File: config.mk
export PLATFORM = sky130hd
export DESIGN_NAME = wrr_burst_arbiter
export DESIGN_NICKNAME = d
export VERILOG_FILES = /design/src/rtl/wrr_burst_arbiter.sv
export SDC_FILE = /design/constraint.sdc
export NUM_CORES = 1
export LEC_CHECK = 0
export ABC_AREA = 1
export CAP_MARGIN = 10
export CORE_MARGIN = 4
export CORE_UTILIZATION = 54
export DETAILED_ROUTE_END_ITERATION = 6
export PLACE_DENSITY = 0.87
export SLEW_MARGIN = 20
export SYNTH_ARGS = -nofsm -noshare
export SYNTH_HDL_FRONTEND = slang
export SYNTH_SLANG_ARGS = --single-unit
File: constraint.sdc
create_clock -name clk -period 4.9 [get_ports clk]
set_input_delay 0.98 -clock clk [delete_from_list [all_inputs] [get_ports clk]]
set_output_delay 0.98 -clock clk [all_outputs]
set_load 0.02 [all_outputs]
File: src/rtl/wrr_burst_arbiter.sv
// Weighted round-robin burst arbiter: rotating-priority pick, per-owner
// transaction budget, watchdog-terminated transactions.
module wrr_burst_arbiter #(
  parameter int NUM_REQS  = 4,
  parameter int WGT_W     = 3,
  parameter int MAX_BURST = 8
) (
  input  logic                        clk,
  input  logic                        rst,
  input  logic [NUM_REQS-1:0]         req_i,
  input  logic                        last_i,
  input  logic [NUM_REQS*WGT_W-1:0]   weight_i,
  output logic [NUM_REQS-1:0]         grant_o,
  output logic                        grant_valid_o,
  output logic [$clog2(NUM_REQS)-1:0] grant_id_o,
  output logic                        timeout_o
);
  localparam int IDW = $clog2(NUM_REQS);
  localparam int BW  = $clog2(MAX_BURST) + 1;
  localparam logic [BW-1:0] BURST_END = BW'(MAX_BURST - 1);

  typedef enum logic {IDLE, GRANT} state_e;

  state_e              state_q;
  logic [NUM_REQS-1:0] grant_q;
  logic [IDW-1:0]      id_q;
  logic [IDW-1:0]      ptr_q;
  logic [BW-1:0]       burst_q;
  logic [WGT_W-1:0]    txn_q;
  logic                timeout_q;

  logic [IDW-1:0]      win_id_d;
  logic [IDW-1:0]      cand;
  logic [WGT_W-1:0]    wgt_a [NUM_REQS];
  logic [WGT_W-1:0]    eff_wgt;
  logic                more_d;

  // Walk from farthest to nearest so the first requester after the
  // last owner is the final (winning) assignment.
  always_comb begin
    win_id_d = '0;
    cand     = '0;
    for (int i = NUM_REQS; i >= 1; i--) begin
      cand = IDW'((int'(ptr_q) + i) % NUM_REQS);
      if (req_i[cand]) win_id_d = cand;
    end
  end

  always_comb begin
    for (int k = 0; k < NUM_REQS; k++) begin
      wgt_a[k] = weight_i[k*WGT_W +: WGT_W];
    end
  end

  always_comb begin
    eff_wgt = (wgt_a[id_q] == '0) ? WGT_W'(1) : wgt_a[id_q];
    more_d  = (({1'b0, txn_q} + (WGT_W+1)'(1)) < {1'b0, eff_wgt})
              && req_i[id_q];
  end

  always_ff @(posedge clk or posedge rst) begin
    if (rst) begin
      state_q   <= IDLE;
      grant_q   <= '0;
      id_q      <= '0;
      ptr_q     <= IDW'(NUM_REQS - 1);
      burst_q   <= '0;
      txn_q     <= '0;
      timeout_q <= 1'b0;
    end else begin
      timeout_q <= 1'b0;
      unique case (state_q)
        IDLE: begin
          if (|req_i) begin
            state_q <= GRANT;
            grant_q <= NUM_REQS'(1) << win_id_d;
            id_q    <= win_id_d;
            burst_q <= '0;
            txn_q   <= '0;
          end
        end
        GRANT: begin
          if (last_i && more_d) begin
            txn_q   <= txn_q + WGT_W'(1);
            burst_q <= '0;
          end else if (last_i || burst_q == BURST_END) begin
            state_q   <= IDLE;
            grant_q   <= '0;
            id_q      <= '0;
            ptr_q     <= id_q;
            burst_q   <= '0;
            txn_q     <= '0;
            timeout_q <= !last_i;
          end else begin
            burst_q <= burst_q + BW'(1);
          end
        end
        default: state_q <= IDLE;
      endcase
    end
  end

  assign grant_o       = grant_q;
  assign grant_valid_o = |grant_q;
  assign grant_id_o    = id_q;
  assign timeout_o     = timeout_q;

endmodule

==> run_results.csv, run 1 <==
group,metric,value,unit
worst_setup_path,timing.rr.start,"grant_id_o[0]",
pwr,seqPwrFrac,30.9,%
synth,synth.top_cells.by_area,"dfrtp_1 (31%), nand2_1 (17%), nand3_1 (5.8%), inv_1 (4.9%), dfstp_2 (4.3%)",
worst_setup_path,cp.required,3920,ps
worst_setup_path,crit_arrival,1750,ps
synth,syn_avg_cell_area,7.56,um^2
floorplan,die_width,55.5,um
final_layout,drive_above_1_share,14.3,%
global_routing,antenna_found_initial,0,
worst_setup_path,rr_endpoint,"grant_id_o[0]",
route,vias,1138,
cts,insertion_delay,290,ps
pwr,switching_share,49.2,%
global_routing,use_met2,32.8,%
global_routing,grt_first_pass_wirelength,4.71,mm
cts,clock_sinks,17,
sta,drv_slew,0,
pwr,clock_power_share,8.8,%
flow_run,drv_cap,0,
sta,hold-worst-slack,497,ps
synth,syn-cell-area,1220,um^2
synth,synth_top_cell_area_share,30.8,%
sta,setup_tns,0,ps
synth,synth_seq_cells,17,
worst_setup_path,path_max_fanout,3,
final_layout,final_common_cell,"nand2_1",
sta,period_share,55.7,%
floorplan,start_util,59.6,%
placement,dpl_cell_area,1490,um^2
sta,max_slew_margin,58.4,%
floorplan,die-area,3080,um^2
synth,yosys_warnings,0,
cts,htreeDepth,1,
cts,postCtsSetupBuffers,0,
min_path,min_from,"burst_q[3]",
cts,cts_inserted_buffers,3,
route,ant_nets,0,
route,avgRoutedWirePerCell,12.7,um
placement,gp_congestion,0.816,
global_routing,grt_max_degree,18,
route,drc_errors,0,
placement,numPortBuffers,26,
sta,skew,2.01,ps
global_routing,grt.met3_usage,2.56,%
synth,synth_cell_types,34,
final_layout,antenna_cells,0,
floorplan,io_pins,27,
floorplan,core,2040,um^2
worst_setup_path,worst-r2r-cell-count,11,
sta,tightest_slew,623,ps
global_routing,grt_usage,18.7,%
cts,cts_root_buf,"clkbuf_4",
global_routing,grt-busiest-layer,"met2",
pwr,p_switching,418,uW
sta,timing.final.crit_period,2730,ps
floorplan,die_h,55.5,um
final_layout,layout_common_cells,"nand2_1 (56), clkdlybuf4s50_1 (26), inv_1 (16), dfrtp_1 (15), nand3_1 (14)",
synth,yosys.area.top_type,"dfrtp_1",
pwr,totalPowerFinal,851,uW
run_status,status,"completed",
min_path,hold_path_class,"flop to flop",
sta,rsz0062_at_grt,"no",
placement,dp_hpwl,2.27,mm
worst_setup_path,r2r_slack,2800,ps
global_routing,grt-ovfl-total,0,
worst_setup_path,startpoint_type,"flop",
cts,cts_tree,"done",
synth,postSynthCellCount,161,
pwr,vdd_drop_max,319,uV
pwr,power_density,561,nW/um^2
cts,cts.repair.resized,0,
worst_setup_path,critPathKind,"flop to output port",
min_path,holdPathEnd,"timeout_o",
worst_setup_path,cp-end-kind,"output port",
pwr,p_int,433,uW
cts,clkTransAtPathRegs,100,ps
pwr,combPwrFrac,60.3,%
floorplan,row_count,16,
sta,max_freq,366,MHz
pwr,p_leak,0.000760,uW
final_layout,fin_area,1520,um^2
sta,finalSetupViolations,0,
min_path,hold_depth,1,
final_layout,nNetsFinal,213,
route,vias_per_cell,5.27,
synth,seq_area_frac_synth,35.1,%
route,drtPass1Iterations,4,
synth,syn_nets,184,
sta,finalHoldViolCount,0,
cts,cts_hold_buffers,0,
global_routing,grtUsageMet1,23.2,%
final_layout,syn2layout_area_growth,24.6,%
global_routing,grt_pass1_vias,1067,
route,wl,2.74,mm
route,drt_iter0_drc,27,
cts,ctsLongestPathBuffers,2,
## routing by layer
layer	vias up	wire length (um)	share of wire (%)
met2	18	1450	53
li1	580	-	-
met4	0	39	1.4
met5	-	0	0
met3	6	62	2.3
met1	534	1190	43
## cells by family (layout without fill, tap and decap cells)
family | after synthesis | after routing | synth area share, %
DFF | 17 | 17 | 35.1
and+or+nand+nor | 99 | 99 | 39.2
buffers and inverters | 20 | 48 | 7.81
muxes | 2 | 2 | 1.64
xor gates and xnor gates | 5 | 5 | 4.21
adders and majority gates | 4 | 4 | 4.11
AOI/OAI and AO/OA | 14 | 14 | 7.91
## how the worst max path moves through the flow
| stage | startpoint | endpoint | slack (ps) | cells after the start |
|---|---|---|---|---|
| after floorplan | weight_i[5] | grant_id_o[1] | 2690 | 10 |
| after global placement | weight_i[5] | grant_id_o[0] | 2140 | 11 |
| after detailed placement | weight_i[5] | grant_id_o[0] | 2030 | 11 |
| after CTS | grant_o[3] | grant_valid_o | 2150 | 2 |
| after global routing | grant_o[3] | grant_valid_o | 2100 | 2 |
| final | grant_o[3] | grant_valid_o | 2170 | 2 |
## area by class of cell
cell class	instances	area [um^2]
flip-flops and latches	17	428
clock buffers	3	22.5
multi-input cells	124	694
clock inverters	1	5.00
repair buffers	26	260
well taps	27	33.8
inverters	18	72.6
fillers	163	526
## power by group through the flow
stage / clock network, uW / logic, uW / registers (uW)
2_1_floorplan: 0 / 380 / 257
3_3_place_gp: 0 / 488 / 263
3_5_place_dp: 0 / 513 / 265
4_1_cts: 76.8 / 516 / 262
5_1_grt: 85.0 / 569 / 272
6_report: 74.6 / 513 / 263
## registers in the layout, indices dropped and copies added, names as in the netlist
signal,cells
grant_id_o,2
ptr_q,2
txn_q,3
grant_o,4
timeout_o,1
burst_q,4
state_q,1
## through the flow
stage	util (%)	setup slack, ps	cells
CTS	74.3	2150	216
global route	74.3	2100	216
floorplan	-	2690	161
detailed placement	72.9	2030	212
global placement	72.9	2140	212
finish	74.3	2170	216
## cell usage after synthesis
master    number
ha_1           4
nand3_2        1
nand2_1       56
dfstp_2        2
nand2_2        8
or4_1          1
and2_1         1
nand2_4        2
o21ai_0        2
nand3_1       14
o211ai_2       1
xor2_1         3
buf_6          2
dfrtp_1       15
a21oi_1        4
nand4_1        4
nor2_1         5
xnor2_2        1
nor2_2         1
o21ai_1        3
inv_1         16
o21ai_4        1
nor3_2         1
inv_6          1
a21boi_1       1
or2_2          1
nand3_4        1
o22ai_1        1
inv_2          1
or2_1          1
mux2i_1        2
xnor2_1        1
o21ai_2        1
nor3_1         2
## worst max-delay path, cell delays in order, from the launching register on
cell and delay [ps]:
dfrtp_1 400, or4_1 520, clkdlybuf4s50_1 550
Power figures use the tool's default switching activity.
==> inputs of run 2 (changes only) <==
--- a/config.mk
+++ b/config.mk
@@ -8,9 +8,9 @@
 export ABC_AREA = 1
 export CAP_MARGIN = 10
 export CORE_MARGIN = 4
-export CORE_UTILIZATION = 54
+export CORE_UTILIZATION = 50
 export DETAILED_ROUTE_END_ITERATION = 6
-export PLACE_DENSITY = 0.87
+export PLACE_DENSITY = 0.81
 export SLEW_MARGIN = 20
 export SYNTH_ARGS = -nofsm -noshare
 export SYNTH_HDL_FRONTEND = slang
==> constraint.sdc (replaced) <==
create_clock -name clk -period 2.62 [get_ports clk]
set_input_delay 0.524 -clock clk [delete_from_list [all_inputs] [get_ports clk]]
set_output_delay 0.524 -clock clk [all_outputs]
set_load 0.02 [all_outputs]
==> run 2 against run 1 <==
Final area is the same. Flip-flop and latch count is the same. Clock skew is essentially flat. Count of clock-buffer cells in the layout grew 1. Via count shrank 2.1%. Clock power grew 85%. Die area grew 6.8%. First-iteration DRC count grew 56%. Cell count grew 0.46%. Largest cell class unchanged. Highest routed layer unchanged.
==> run_results.csv, run 2 (same netlist as run 1, synthesis figures left out) <==
group,metric,value,unit
run_status,status,"completed",
sta,period_share,87.1,%
global_routing,grt_first_pass_wirelength,4.85,mm
final_layout,syn2layout_area_growth,24.6,%
pwr,p_leak,0.000757,uW
worst_setup_path,path_buf_inv,1,
sta,timing.final.crit_period,2280,ps
worst_setup_path,path_max_fanout,3,
sta,skew,2.06,ps
global_routing,grt_usage,18.0,%
sta,tightest_slew,640,ps
floorplan,row_count,17,
route,vias,1114,
route,drc_errors,0,
final_layout,antenna_cells,0,
placement,gp_congestion,0.832,
worst_setup_path,crit_arrival,1760,ps
cts,cts_tree,"done",
cts,cts_hold_buffers,0,
cts,cts_inserted_buffers,3,
worst_setup_path,timing.rr.start,"grant_id_o[0]",
sta,setup_tns,0,ps
final_layout,nNetsFinal,213,
final_layout,layout_common_cells,"nand2_1 (56), clkdlybuf4s50_1 (26), inv_1 (16), dfrtp_1 (15), nand3_1 (14)",
pwr,vdd_drop_max,648,uV
global_routing,grt-ovfl-total,0,
sta,rsz0062_at_grt,"no",
route,drtPass1Iterations,4,
sta,finalHoldViolCount,0,
floorplan,die-area,3290,um^2
placement,dp_hpwl,2.17,mm
worst_setup_path,worst-r2r-cell-count,11,
route,drt_iter0_drc,42,
floorplan,start_util,54.0,%
cts,clock_sinks,17,
cts,ctsLongestPathBuffers,2,
min_path,holdPathEnd,"timeout_o",
placement,numPortBuffers,26,
pwr,power_density,1040,nW/um^2
cts,cts_root_buf,"clkbuf_4",
global_routing,antenna_found_initial,0,
final_layout,drive_above_1_share,13.8,%
final_layout,fin_area,1520,um^2
worst_setup_path,critPathKind,"flop to output port",
worst_setup_path,crit_path_top_delay_cell,"clkdlybuf4s50_1",
route,ant_nets,0,
cts,postCtsSetupBuffers,0,
final_layout,multi_input_area,694,um^2
worst_setup_path,critPathTopFamily,"buffers and inverters",
global_routing,grt_max_degree,18,
final_layout,fillers,202,
worst_setup_path,startpoint_type,"flop",
final_layout,seq_area,428,um^2
cts,htreeDepth,1,
sta,drv_slew,0,
floorplan,die_h,57.3,um
route,wl,2.65,mm
final_layout,final_common_cell,"nand2_1",
worst_setup_path,crit_chain,"or4_1 > clkdlybuf4s50_1",
sta,max_slew_margin,57.3,%
min_path,min_from,"burst_q[3]",
cts,insertion_delay,280,ps
floorplan,core,2250,um^2
route,vias_per_cell,5.13,
floorplan,io_pins,27,
sta,max_freq,438,MHz
min_path,hold_depth,1,
placement,dpl_cell_area,1490,um^2
sta,finalSetupViolations,0,
min_path,hold_path_class,"flop to flop",
worst_setup_path,r2r_slack,550,ps
flow_run,drv_cap,0,
worst_setup_path,rr_endpoint,"grant_id_o[1]",
floorplan,die_width,57.3,um
worst_setup_path,cp-end-kind,"output port",
cts,clkTransAtPathRegs,90,ps
final_layout,final_util,67.3,%
route,avgRoutedWirePerCell,12.2,um
global_routing,grt_pass1_vias,1124,
worst_setup_path,cp.required,2100,ps
worst_setup_path,max_stage_delay,550,ps
cts,cts.repair.resized,0,
[run 2: metal layers]
layer / vias up / share of wire [%] / GRT usage [%]
met5: - / 0 / 0
met4: 0 / 0.64 / 3.97
met3: 5 / 2.9 / 2.94
met2: 15 / 51 / 30.8
met1: 515 / 46 / 23.8
li1: 579 / - / -
[run 2: how the worst max path moves through the flow]
stage,startpoint,depth (start not counted),end,slack (ps)
global placement,weight_i[5],11,grant_id_o[0],310
global route,grant_o[3],2,grant_valid_o,290
CTS,grant_o[3],2,grant_valid_o,330
detailed placement,weight_i[5],11,grant_id_o[1],250
finish,grant_o[3],2,grant_valid_o,340
floorplan,grant_id_o[0],12,grant_id_o[1],710
[run 2: worst register-to-register path, stage by stage (launching register included)]
cell and delay, ps:
dfrtp_1 550, inv_6 170, nand2_1 60, nand3_1 80, nand2_2 60, ha_1 160, or2_1 240, nor3_2 330
nand3_4 140, nand2_4 110, nand2_1 50, nand2_1 70
[run 2: per-stage QoR]
step	worst slack [ps]	power, uW	hold WS (ps)	std cells
after global placement	313	1410	474	213
after global routing	287	1730	519	217
after floorplan	710	1190	449	161
after CTS	328	1590	498	217
final	339	1580	493	217
after detailed placement	254	1450	473	213
[run 2: layout make-up]
cell class / instances / area share, %
clock buffers: 4 / 1.73
repair buffers: 26 / 17.2
inverters: 18 / 4.79
well taps: 28 / 2.31
flip-flops and latches: 17 / 28.2
multi-input cells: 124 / 45.8
[run 2: power by group]
part           switching, uW  internal [uW]  leakage (uW)
Combinational            545            400      0.000522
Clock                   78.6           59.1     0.0000150
Sequential               140            353      0.000220
==> inputs of run 3 (changes only) <==
--- a/config.mk
+++ b/config.mk
@@ -8,9 +8,9 @@
 export ABC_AREA = 1
 export CAP_MARGIN = 10
 export CORE_MARGIN = 4
-export CORE_UTILIZATION = 50
+export CORE_UTILIZATION = 54
 export DETAILED_ROUTE_END_ITERATION = 6
-export PLACE_DENSITY = 0.81
+export PLACE_DENSITY = 0.88
 export SLEW_MARGIN = 20
 export SYNTH_ARGS = -nofsm -noshare
 export SYNTH_HDL_FRONTEND = slang
==> constraint.sdc (replaced) <==
create_clock -name clk -period 3 [get_ports clk]
set_input_delay 0.6 -clock clk [delete_from_list [all_inputs] [get_ports clk]]
set_output_delay 0.6 -clock clk [all_outputs]
set_load 0.02 [all_outputs]
==> run 3 against run 2 <==
Cell count shrank 0.46%. Routed wire length grew 5.8%. Via count grew 0.45%. Non-clock buffer count is the same. Hold slack gained 6.4 ps. Combinational power shrank 12%. Setup slack gained 310 ps. Sequential power shrank 12%. Critical path depth is the same. Count of clock-buffer cells in the layout is the same. Clock skew grew 3.4 ps. Power shrank 12%.
==> run_results.csv, run 3 (same netlist as run 1, synthesis figures left out) <==
group,metric,value,unit
run_status,status,"completed",
sta,period_share,78.5,%
route,wl,2.81,mm
pwr,power_density,918,nW/um^2
placement,dp_hpwl,2.27,mm
worst_setup_path,startpoint_type,"flop",
cts,cts_tree,"done",
cts,postCtsSetupBuffers,0,
sta,rsz0062_at_grt,"no",
floorplan,die_width,55.5,um
worst_setup_path,worst-r2r-cell-count,11,
sta,setup_ws,645,ps
floorplan,io_pins,27,
cts,htreeDepth,1,
route,ant_nets,0,
global_routing,grt_first_pass_wirelength,4.83,mm
route,vias_per_cell,5.18,
sta,max_freq,425,MHz
pwr,p_int,708,uW
global_routing,grt_pass1_vias,1082,
final_layout,final_common_cell,"nand2_1",
final_layout,drive_above_1_share,13.8,%
global_routing,grt_usage,19.2,%
cts,cts_inserted_buffers,3,
final_layout,nNetsFinal,213,
sta,setup_tns,0,ps
pwr,combPwrFrac,60.0,%
worst_setup_path,path_buf_inv,1,
worst_setup_path,max_stage_delay,550,ps
worst_setup_path,startpoint,"grant_o[3]",
cts,clkTransAtPathRegs,90,ps
worst_setup_path,critPathKind,"flop to output port",
global_routing,antenna_found_initial,0,
worst_setup_path,rr_endpoint,"txn_q[2]",
worst_setup_path,cp-endpoint,"grant_valid_o",
cts,cts_hold_buffers,0,
sta,drv_slew,0,
final_layout,antenna_cells,0,
pwr,seqPwrFrac,31.1,%
worst_setup_path,crit_path_top_delay_cell,"clkdlybuf4s50_1",
placement,gp_congestion,0.822,
floorplan,start_util,59.6,%
worst_setup_path,path_max_fanout,3,
sta,finalSetupViolations,0,
pwr,p_leak,0.000757,uW
flow_run,drv_cap,0,
route,drtPass1Iterations,4,
worst_setup_path,crit_arrival,1760,ps
worst_setup_path,crit_cells,2,
pwr,clock_power_share,8.9,%
worst_setup_path,crit_chain,"or4_1 > clkdlybuf4s50_1",
floorplan,core,2040,um^2
cts,clock_sinks,17,
cts,ctsLongestPathBuffers,2,
min_path,hold_path_class,"flop to flop",
pwr,vdd_drop_max,550,uV
floorplan,die_h,55.5,um
cts,cts_root_buf,"clkbuf_4",
sta,finalHoldViolCount,0,
route,vias,1119,
final_layout,syn2layout_area_growth,24.5,%
sta,tightest_slew,615,ps
worst_setup_path,cp-end-kind,"output port",
worst_setup_path,r2r_slack,960,ps
cts,insertion_delay,300,ps
placement,place_ws,565,ps
pwr,p_switching,683,uW
sta,skew,5.49,ps
route,avgRoutedWirePerCell,13.0,um
placement,numPortBuffers,26,
route,drt_iter0_drc,41,
route,drc_errors,0,
worst_setup_path,timing.rr.start,"grant_id_o[0]",
floorplan,die-area,3080,um^2
floorplan,row_count,16,
global_routing,grt_max_degree,18,
worst_setup_path,critPathTopFamily,"buffers and inverters",
cts,cts.repair.resized,0,
worst_setup_path,cp.required,2400,ps
sta,timing.final.crit_period,2360,ps
pwr,switching_share,49.1,%
final_layout,layout_common_cells,"nand2_1 (56), clkdlybuf4s50_1 (26), inv_1 (16), dfrtp_1 (15), nand3_1 (14)",
sta,max_slew_margin,59.0,%
global_routing,grt-ovfl-total,0,
## run 3: worst min-delay path by stage
stage	cells after the start	slack, ps	endpoint	startpoint
final	1	500	timeout_o	burst_q[3]
after global routing	1	520	timeout_o	burst_q[3]
after CTS	1	500	timeout_o	burst_q[3]
after detailed placement	2	490	grant_o[1]	grant_o[1]
after global placement	1	480	timeout_o	burst_q[3]
after floorplan	1	450	timeout_o	burst_q[3]
## run 3: per-layer routing
metal / up-vias / track usage (%) / wire length, um
met5: - / 0 / 0
met3: 7 / 2.33 / 76
met1: 510 / 23.7 / 1240
met4: 0 / 9.72 / 58
met2: 24 / 32.8 / 1430
li1: 578 / - / -
## run 3: cell type report
class / count / area, um^2
sequential: 17 / 428
multi-input combinational: 124 / 694
fill: 168 / 527
clock buffer: 4 / 26.3
inverter: 18 / 72.6
tap: 27 / 33.8
timing repair buffer: 26 / 260
## run 3: worst register-to-register path, cell delays in order (launching register included)
cell,delay (ps)
dfrtp_1,550
inv_6,170
nand2_1,70
nand3_1,80
nand2_2,60
ha_1,160
or2_1,230
nor3_2,300
nand3_4,140
inv_1,100
nand2_1,60
nand2_1,70
## run 3: power groups by stage
stage	Clock (uW)	Combinational, uW	Sequential (uW)
after global routing	134	931	445
after detailed placement	0	831	435
after global placement	0	797	428
final	123	835	433
after CTS	127	834	431
after floorplan	0	620	419
## run 3: through the flow
step / area (um^2) / std cells / hold slack [ps] / util, % / total power [uW]
2_1_floorplan: 1220 / 161 / 450 / - / 1040
3_3_place_gp: 1490 / 212 / 476 / 72.9 / 1230
3_5_place_dp: 1490 / 212 / 489 / 72.9 / 1270
4_1_cts: 1520 / 216 / 502 / 74.2 / 1390
5_1_grt: 1520 / 216 / 517 / 74.2 / 1510
6_report: 1520 / 216 / 499 / 74.2 / 1390
